==> src/rtl/sgd_pkg.sv <==
// Shared parameters, types and helpers for the SGD logistic-regression feed sequencer.
package sgd_pkg;

    localparam int N_FEAT    = 32;
    localparam int N_SAMPLES = 40;
    localparam int Q_FRAC    = 10;
    localparam int FW        = 16;
    localparam int LW        = 8;
    localparam int MEM_AW    = 11;
    localparam int IDX_W     = 5;

    localparam logic [MEM_AW-1:0] SAMPLE_STRIDE = MEM_AW'(N_FEAT + 1);
    localparam logic [5:0]        FEAT_CNT_LAST = 6'(N_FEAT);
    localparam logic [5:0]        SAMPLE_LAST   = 6'(N_SAMPLES - 1);
    localparam logic [IDX_W-1:0]  THETA_LAST    = IDX_W'(N_FEAT - 1);

    typedef enum logic [2:0] {
        IDLE     = 3'd0,
        KICK     = 3'd1,
        WAIT_REQ = 3'd2,
        FEAT     = 3'd3,
        LABEL    = 3'd4,
        DUMP     = 3'd5
    } feed_state_e;

    typedef logic signed [15:0] q6_10_t;

    function automatic logic [15:0] sat_inc16(input logic [15:0] v);
        if (v == 16'hFFFF) begin
            return v;
        end else begin
            return v + 16'd1;
        end
    endfunction

endpackage

==> src/rtl/sgd_theta_dump.sv <==
// Theta readback: walks the core's theta index and presents each word as a
// held ready/valid beat, with a one-cycle bubble between beats for the re-read.
module sgd_theta_dump
    import sgd_pkg::*;
(
    input  logic             clk,
    input  logic             rst_n,
    input  logic             start,
    input  logic [FW-1:0]    theta_rd_data,
    input  logic             result_ready,
    output logic [5:0]       theta_rd_idx,
    output logic             result_valid,
    output logic [FW-1:0]    result_data,
    output logic [IDX_W-1:0] result_idx,
    output logic             result_last,
    output logic             finished
);

    logic             active_q, active_d;
    logic             valid_q, valid_d;
    logic             fresh_q, fresh_d;
    logic [IDX_W-1:0] idx_q, idx_d;
    q6_10_t           data_q, data_d;
    logic             accept_s;
    logic             is_last_s;

    assign is_last_s = (idx_q == THETA_LAST);
    assign accept_s  = valid_q && result_ready;

    // Index / valid sequencing: issue index, present beat, bubble after accept.
    always_comb begin
        active_d = active_q;
        valid_d  = valid_q;
        fresh_d  = 1'b0;
        idx_d    = idx_q;
        if (start) begin
            active_d = 1'b1;
            valid_d  = 1'b0;
            idx_d    = {IDX_W{1'b0}};
        end else if (active_q && !valid_q) begin
            valid_d = 1'b1;
            fresh_d = 1'b1;
        end else if (accept_s) begin
            valid_d = 1'b0;
            if (is_last_s) begin
                active_d = 1'b0;
                idx_d    = {IDX_W{1'b0}};
            end else begin
                idx_d = idx_q + 5'd1;
            end
        end else begin
            fresh_d = 1'b0;
        end
    end

    // First beat cycle passes the core word through; afterwards the copy holds it.
    always_comb begin
        if (valid_q && fresh_q) begin
            data_d = theta_rd_data;
        end else begin
            data_d = data_q;
        end
    end

    // Dump state registers.
    always_ff @(posedge clk or negedge rst_n) begin
        if (!rst_n) begin
            active_q <= 1'b0;
            valid_q  <= 1'b0;
            fresh_q  <= 1'b0;
            idx_q    <= {IDX_W{1'b0}};
            data_q   <= 16'sd0;
        end else begin
            active_q <= active_d;
            valid_q  <= valid_d;
            fresh_q  <= fresh_d;
            idx_q    <= idx_d;
            data_q   <= data_d;
        end
    end

    assign theta_rd_idx = {1'b0, idx_q};
    assign result_valid = valid_q;
    assign result_data  = data_d;
    assign result_idx   = idx_q;
    assign result_last  = valid_q && is_last_s;
    assign finished     = accept_s && is_last_s;

endmodule

==> src/rtl/sgd_feed_ctrl.sv <==
// Feed sequencer for the SGD core: streams samples from RAM on request,
// counts epochs, and dumps the trained theta vector to the host.
module sgd_feed_ctrl
    import sgd_pkg::*;
(
    input  logic              clk,
    input  logic              rst_n,
    input  logic              host_start,
    output logic              busy,
    output logic [15:0]       epoch_count,
    output logic              mem_rd_en,
    output logic [MEM_AW-1:0] mem_rd_addr,
    input  logic [FW-1:0]     mem_rd_data,
    output logic              core_start,
    output logic [FW-1:0]     core_feature_in,
    output logic              core_feature_valid,
    output logic [LW-1:0]     core_label_in,
    output logic              core_label_valid,
    input  logic              core_sample_req,
    input  logic              core_done,
    output logic [5:0]        core_theta_rd_idx,
    input  logic [FW-1:0]     core_theta_rd_data,
    output logic              result_valid,
    input  logic              result_ready,
    output logic [FW-1:0]     result_data,
    output logic [IDX_W-1:0]  result_idx,
    output logic              result_last
);

    feed_state_e       state_q, state_d;
    logic [5:0]        n_q, n_d;
    logic [5:0]        cnt_q, cnt_d;
    logic [MEM_AW-1:0] base_q, base_d;
    logic [MEM_AW-1:0] addr_q, addr_d;
    logic [15:0]       epoch_q, epoch_d;
    logic              done_seen_q, done_seen_d;
    logic              fv_q, fv_d;
    logic [FW-1:0]     feat_hold_q, feat_hold_d;
    logic [LW-1:0]     label_hold_q, label_hold_d;
    logic              done_pend_s;
    logic              dump_start_s;
    logic              dump_finished_s;

    // A done seen mid-burst is remembered so the burst can finish first.
    assign done_pend_s  = core_done || done_seen_q;
    assign dump_start_s = (state_q == WAIT_REQ) && done_pend_s;

    // State register.
    always_ff @(posedge clk or negedge rst_n) begin
        if (!rst_n) begin
            state_q <= IDLE;
        end else begin
            state_q <= state_d;
        end
    end

    // Next-state logic.
    always_comb begin
        state_d = state_q;
        case (state_q)
            IDLE:     if (host_start) state_d = KICK; else state_d = IDLE;
            KICK:     state_d = WAIT_REQ;
            WAIT_REQ: begin
                if (done_pend_s) begin
                    state_d = DUMP;
                end else if (core_sample_req) begin
                    state_d = FEAT;
                end else begin
                    state_d = WAIT_REQ;
                end
            end
            FEAT:     if (cnt_q == FEAT_CNT_LAST) state_d = LABEL; else state_d = FEAT;
            LABEL:    state_d = WAIT_REQ;
            DUMP:     if (dump_finished_s) state_d = IDLE; else state_d = DUMP;
            default:  state_d = IDLE;
        endcase
    end

    // State-decoded outputs.
    always_comb begin
        busy             = (state_q != IDLE);
        core_start       = (state_q == KICK);
        mem_rd_en        = (state_q == FEAT);
        core_label_valid = (state_q == LABEL);
    end

    // Sample / address / epoch bookkeeping.
    always_comb begin
        n_d         = n_q;
        base_d      = base_q;
        addr_d      = addr_q;
        cnt_d       = 6'd0;
        epoch_d     = epoch_q;
        done_seen_d = done_seen_q;
        fv_d        = (state_q == FEAT) && (cnt_q != FEAT_CNT_LAST);
        case (state_q)
            IDLE: begin
                done_seen_d = 1'b0;
                if (host_start) begin
                    n_d     = 6'd0;
                    base_d  = {MEM_AW{1'b0}};
                    epoch_d = 16'd0;
                end else begin
                    n_d     = n_q;
                    base_d  = base_q;
                    epoch_d = epoch_q;
                end
            end
            WAIT_REQ: begin
                if (core_sample_req && !done_pend_s) begin
                    addr_d = base_q;
                end else begin
                    addr_d = addr_q;
                end
            end
            FEAT: begin
                done_seen_d = done_seen_q || core_done;
                if (cnt_q != FEAT_CNT_LAST) begin
                    cnt_d  = cnt_q + 6'd1;
                    addr_d = addr_q + MEM_AW'(1);
                end else begin
                    cnt_d  = 6'd0;
                    addr_d = addr_q;
                end
            end
            LABEL: begin
                done_seen_d = done_seen_q || core_done;
                if (n_q == SAMPLE_LAST) begin
                    n_d     = 6'd0;
                    base_d  = {MEM_AW{1'b0}};
                    epoch_d = sat_inc16(epoch_q);
                end else begin
                    n_d     = n_q + 6'd1;
                    base_d  = base_q + SAMPLE_STRIDE;
                    epoch_d = epoch_q;
                end
            end
            default: begin
                done_seen_d = done_seen_q;
            end
        endcase
    end

    // RAM words pass straight through on their valid cycle and are held otherwise.
    always_comb begin
        if (fv_q) begin
            feat_hold_d = mem_rd_data;
        end else begin
            feat_hold_d = feat_hold_q;
        end
        if (state_q == LABEL) begin
            label_hold_d = mem_rd_data[LW-1:0];
        end else begin
            label_hold_d = label_hold_q;
        end
    end

    // Datapath registers.
    always_ff @(posedge clk or negedge rst_n) begin
        if (!rst_n) begin
            n_q          <= 6'd0;
            cnt_q        <= 6'd0;
            base_q       <= {MEM_AW{1'b0}};
            addr_q       <= {MEM_AW{1'b0}};
            epoch_q      <= 16'd0;
            done_seen_q  <= 1'b0;
            fv_q         <= 1'b0;
            feat_hold_q  <= {FW{1'b0}};
            label_hold_q <= {LW{1'b0}};
        end else begin
            n_q          <= n_d;
            cnt_q        <= cnt_d;
            base_q       <= base_d;
            addr_q       <= addr_d;
            epoch_q      <= epoch_d;
            done_seen_q  <= done_seen_d;
            fv_q         <= fv_d;
            feat_hold_q  <= feat_hold_d;
            label_hold_q <= label_hold_d;
        end
    end

    assign epoch_count        = epoch_q;
    assign mem_rd_addr        = addr_q;
    assign core_feature_valid = fv_q;
    assign core_feature_in    = feat_hold_d;
    assign core_label_in      = label_hold_d;

    sgd_theta_dump u_dump (
        .clk           (clk),
        .rst_n         (rst_n),
        .start         (dump_start_s),
        .theta_rd_data (core_theta_rd_data),
        .result_ready  (result_ready),
        .theta_rd_idx  (core_theta_rd_idx),
        .result_valid  (result_valid),
        .result_data   (result_data),
        .result_idx    (result_idx),
        .result_last   (result_last),
        .finished      (dump_finished_s)
    );

endmodule

==> config.mk <==
export PLATFORM = sky130hd
export DESIGN_NAME = sgd_feed_ctrl
export DESIGN_NICKNAME = d
export VERILOG_FILES = /design/src/rtl/sgd_pkg.sv /design/src/rtl/sgd_theta_dump.sv /design/src/rtl/sgd_feed_ctrl.sv
export SDC_FILE = /design/constraint.sdc
export NUM_CORES = 1
export LEC_CHECK = 0
export ABC_CLOCK_PERIOD_IN_PS = 1800
export CORE_MARGIN = 8
export CORE_UTILIZATION = 45
export DETAILED_ROUTE_END_ITERATION = 12
export HOLD_SLACK_MARGIN = 0.03
export PLACE_DENSITY_LB_ADDON = 0.25
export SYNTH_ARGS = -nofsm -noshare
export SYNTH_HDL_FRONTEND = slang
export SYNTH_SLANG_ARGS = --single-unit
==> constraint.sdc <==
create_clock -name clk -period 1.8 [get_ports clk]
set_input_delay 0.27 -clock clk [delete_from_list [all_inputs] [get_ports clk]]
set_output_delay 0.27 -clock clk [all_outputs]
set_load 0.1 [all_outputs]
# Word-level counts from Yosys, hierarchy flattened
# Index checks and enable logic that the tools add are counted.
[totals]
mem_count = 0
romBits = 0
mem_bits_rw = 0
output_inout_bits = 85
register_bits = 103
latchBits = 0
input_bits = 38
wordCells = 101
[op_classes]
n_mul = 0
div_mod_pow = 0
n_eq_ne = 16
n_reduce_logical = 26
add_sub_neg = 6
n_shift = 0
bitwise_logic = 0
muxes = 38
n_lt_le_gt_ge = 0
[op_table]
columns = ["op", "n"]
rows = [
  ["16-bit 2-to-1 mux", 5],
  ["11-bit 2-to-1 mux", 4],
  ["11-bit case mux with 2 select lines", 2],
  ["16-bit case mux with 2 select lines", 1],
  ["6-bit 2-to-1 mux", 4],
  ["5-bit 2-to-1 mux", 4],
  ["16-bit by 1-bit adder with 16-bit output (second input constant)", 1],
  ["16-bit == test (second input constant)", 1],
  ["3-bit case mux with 5 select lines", 1],
  ["6-bit by 1-bit adder with 6-bit output (second input constant)", 2],
  ["6-bit == test (second input constant)", 2],
  ["6-bit case mux with 2 select lines", 1],
  ["11-bit by 1-bit adder with 11-bit output (second input constant)", 1],
  ["11-bit by 6-bit adder with 11-bit output (second input constant)", 1],
  ["1-bit 2-to-1 mux", 11],
  ["2-bit nonzero test", 5],
  ["3-bit 2-to-1 mux", 3],
  ["1-bit logical AND", 8],
  ["8-bit 2-to-1 mux", 1],
  ["3-bit by 2-bit == test with 1-bit output (second input constant)", 2],
  ["3-bit == test (second input constant)", 2],
  ["2-bit by 1-bit != test with 1-bit output (second input constant)", 3],
  ["2-bit != test (second input constant)", 3],
  ["6-bit != test (second input constant)", 1],
  ["12 further kinds", 17],
]

# Longest topological paths before layout
[logic_depth]
depth_word = 5
ltp_mapped = 7
depth_no_buf = 6

# Hierarchy
# A second synthesis with hierarchy kept.
[hier_totals]
hier_cells = 484
hier_area_um2 = 5069.9
[by_module_without_submodules]
columns = ["module", "instances", "cells_each", "area_per_inst_um2", "seq_area_each_um2"]
rows = [
  ["sgd_feed_ctrl", 1, 403, 4027.6, 1976.9],
  ["sgd_theta_dump", 1, 81, 1042.2, 600.6],
]

# Worst setup path before layout
# No wires, ideal clock.
[synth_timing]
kind = "reg2out"
startpoint = "reg state_q[1]"
endpoint = "out core_label_in[0]"
path_stages_with_launch = 8
path_slack_ns = -1.373
required_ns = 1.530
arrival_ns = 2.903
path_buffers = 3
cell_sequence = "dfrtp_1 buf_6 or3b_1 buf_6 clkinv_8 clkbuf_1 nand2_1 nand2_1"
[synth_between]
elab_chain_len = 2
[synth_rtl]
columns = ["element", "line", "rtl"]
rows = [
  ["start, declared", "sgd_feed_ctrl.sv:30", "feed_state_e state_q, state_d;"],
  ["start signal, assigned", "sgd_feed_ctrl.sv:53", "state_q <= state_d;"],
  ["3-bit == test", "n/a", ""],
  ["named net core_label_valid", "sgd_feed_ctrl.sv:18", "output logic core_label_valid,"],
  ["8-bit 2-to-1 mux", "sgd_feed_ctrl.sv:151", "if (state_q == LABEL) begin"],
  ["end, declared", "sgd_feed_ctrl.sv:17", "output logic [LW-1:0] core_label_in,"],
]
# The timed path passes the listed nets, and every way through them passes these cells.

# Final worst setup path
[layout_timing]
startpoint = "reg state_q[0]"
endpoint = "out core_label_in[6]"
[layout_between]
elab_chain_len = 2
[layout_rtl]
columns = ["element", "line"]
rows = [
  ["3-bit == test", "sgd_feed_ctrl.sv:151"],
  ["8-bit 2-to-1 mux", "sgd_feed_ctrl.sv:151"],
]
# No other way between the ends.

==> out/metrics.yaml <==
outcome:
  status: "finished, violations left"
  violations: "negative setup slack"
die:
  fp.dieArea_um2: 14700
  die_x_um: 121
  io_pins: 123
  core_um2: 10800
  initial_utilization_pct: 46.1
  rows: 38
  die_height_um: 121
logic_synthesis:
  synth.area.mux_share_pct: 7.64
  netlist_area_um2: 5000
  ys.warnings.count: 0
  yosysSeqAreaShare_pct: 51.6
  ys_seq_elements: 103
  synth_edf_count: 0
  syn_avg_cell_area_um2: 10.3
  postSynth.asyncResetShare_pct: 100
  syn_nets: 532
  ys.flop_type: "dfrtp_1"
  synth-simple-area-share_pct: 16.1
  synthAdderAreaFrac_pct: 2.00
  postSynthCellCount: 486
  synth_compound_area_share_pct: 16.0
  synth_top_family_by_area: "simple AND/OR/NAND/NOR gates"
  synth_xor_area_share_pct: 1.23
  synth.distinct_cells: 57
sta:
  slew_headroom_pct: 56.9
  fin_crit_sh_pct: 120
  worst_pin_slew_ns: 0.641
  setup-violations-final: 64
  setup_ws_ns: -0.352
  slew_violations: 0
  skew_ns: 0.0202
  fmax_mhz: 465
  grt_setup_unrepaired: "true"
  final_hold_viol_count: 0
  min_period_ns: 2.15
hold_path:
  hold_path.class: "in2async"
place:
  place_inst: 781
  portBuffers: 121
  post-place-ws_ns: -0.440
  hpwl_um: 10500
  place_congestion: 0.859
  dpl_cell_area_um2: 8110
layout:
  final_cell_area_um2: 9210
  drive_gt1_share_pct: 53.1
  fin_nets: 761
  multi_input_area_um2: 2940
  synthToLayoutAreaGrowth_pct: 84.4
  fin_cells: 860
  fillers: 551
  seq_area_um2: 2670
  diodes: 0
global_route:
  antenna_found_initial: 0
  met1_usage_pct: 27.9
  use_met2_pct: 40.6
  grt_pass1_wl_um: 27100
  grt.busiest_layer: "met2"
  grt_pass1_vias: 5036
  grt_start_max_net_pins: 104
  grtUsageTotal_pct: 23.1
  overflow: 0
  gr-usage-met3_pct: 6.14
job:
  drv_cap: 0
critical_path:
  critPathSlowestCell: "or3b_4"
  cp_slowest_stage_delay_ns: 0.45
  critPathBufInv: 4
  regToRegStartpoint: "state_q[0]"
  r2r_slack_ns: -0.25
  crit_chain: "or3b_4 > clkinv_8 > buf_8 > buf_12 > nand2_8 > nand2_8 > buf_12"
  setup.worst_path.end_class: "output pin"
  ff2ff_path_depth: 8
  crit_family: "simple AND/OR/NAND/NOR gates"
  start_kind: "register"
  path_depth: 7
  r2r-end: "epoch_count[5]"
  arrival_ns: 1.88
  cp.required_ns: 1.53
  crit_fanout: 6
  path_class: "reg2out"
detailed_routing:
  vias: 4834
  wl_um: 18200
  drt-wirelength-per-cell_um: 21.1
  dr.pass1.iters: 4
  ant_nets: 0
  drc_errors: 0
  via_per_inst: 5.62
  drt_iter0_markers: 328
clocking:
  clk_pin_slew_ns: 0.11
  clockRootBuffer: "clkbuf_8"
  cts_max_path_buffers: 2
  clk_latency_ns: 0.39
  cts.sinks: 103
  cts_tree: "done"
  cts_buffers: 9
  htree_levels: 3
metrics by stage:
step	hold slack [ns]	TNS, ns	util (%)
2_1_floorplan	-0.0256	-1.66	-
3_3_place_gp	0.380	-5.47	74.8
3_5_place_dp	0.378	-6.88	74.8
4_1_cts	0.509	-7.99	81.7
5_1_grt	0.532	-12.01	85.0
6_report	0.494	-8.20	85.0
cells in the final DEF, fill, tap and decap left out, drive strengths merged, types with 4 or more instances in the layout:
master / netlist / routed
xnor2: 4 / 4
a31oi: 22 / 22
inv: 20 / 20
nor4: 5 / 5
clkbuf: 15 / 11
o211ai: 4 / 4
clkdlybuf4s50: 0 / 36
a2bb2oi: 11 / 11
a21oi: 12 / 12
o21ai: 32 / 32
a41oi: 8 / 8
ha: 8 / 8
nor3: 15 / 15
and3: 4 / 4
a22o: 5 / 5
a21o: 4 / 4
a211oi: 6 / 6
clkinv: 1 / 4
buf: 16 / 211
nor2: 26 / 26
nand2: 57 / 58
or4: 4 / 4
mux2: 33 / 33
dfrtp: 103 / 103
nand4: 6 / 6
o22ai: 5 / 5
nand3: 27 / 27
cell usage after synthesis (6+ instances only):
cell / count / area (µm²)
nand2_1: 57 / 214
clkbuf_1: 15 / 56.3
a31oi_1: 22 / 138
nor3_1: 14 / 70.1
buf_4: 8 / 60.1
o21ai_0: 28 / 140
nand4_1: 6 / 37.5
inv_1: 20 / 75.1
mux2_2: 33 / 372
a2bb2oi_1: 11 / 96.3
nand3_1: 27 / 135
a21oi_1: 11 / 55.1
ha_1: 8 / 100
a41oi_1: 8 / 70.1
nor2_1: 25 / 93.8
dfrtp_1: 103 / 2580
cell type report:
cell class | instances | area share (%)
Inverter | 21 | 0.992
Timing Repair Buffer | 248 | 34.4
Sequential cell | 103 | 29.0
Multi-Input combinational cell | 332 | 31.9
Clock inverter | 5 | 0.367
Clock buffer | 11 | 1.53
Tap cell | 140 | 1.90
flip-flops by register name (all words and copies together), names as in the netlist:
name / cells
cnt_q: 6
state_q: 3
feat_hold_q: 16
u_dump.active_q: 1
u_dump.fresh_q: 1
mem_rd_addr: 11
n_q: 6
u_dump.data_q: 16
base_q: 11
u_dump.result_valid: 1
done_seen_q: 1
u_dump.result_idx: 5
label_hold_q: 8
core_feature_valid: 1
epoch_count: 16
worst register-to-register path, cell delays in order, from the launching register on:
cell and delay [ns]:
dfrtp_1 0.39, or3b_4 0.45, buf_4 0.16, buf_6 0.11
buf_6 0.14, nor3_4 0.25, buf_6 0.18, a41oi_2 0.12
a31oi_1 0.17
cell families (layout without fill, tap and decap cells):
| family | after synthesis | after routing |
|---|---|---|
| mux | 34 | 34 |
| xor+xnor | 7 | 7 |
| other cells | 1 | 1 |
| compound gates | 118 | 118 |
| buf+inv | 52 | 285 |
| simple gates | 163 | 164 |
| fa+ha+maj | 8 | 8 |
| flops | 103 | 103 |
timing repair:
item                                    in CTS  in global routing
hold buffers                                 1                  0
endpoints found under the setup margin      65                 80
cloned                                       6                  0
hold endpoints to repair                   103                  0
resized for setup                           47                 53
pin swaps                                   25                 19
buffers inserted                            36                 29
routing by layer:
metal | vias up | wire [µm]
li1 | 2213 | -
met1 | 2445 | 7200
met2 | 158 | 9670
met3 | 18 | 1080
met4 | 0 | 215
met5 | - | 0
worst max path at each step:
stage	from	end	slack, ns
floorplan	epoch_count[0]	epoch_count[13]	-0.17
global placement	host_start	epoch_count[13]	-0.32
detailed placement	host_start	epoch_count[5]	-0.44
CTS	state_q[1]	core_label_in[4]	-0.36
global route	state_q[0]	core_label_in[6]	-0.42
finish	state_q[0]	core_label_in[6]	-0.35
Power is not shown: default switching activity piles up to over one toggle a cycle in this logic, so the estimate is an artifact.
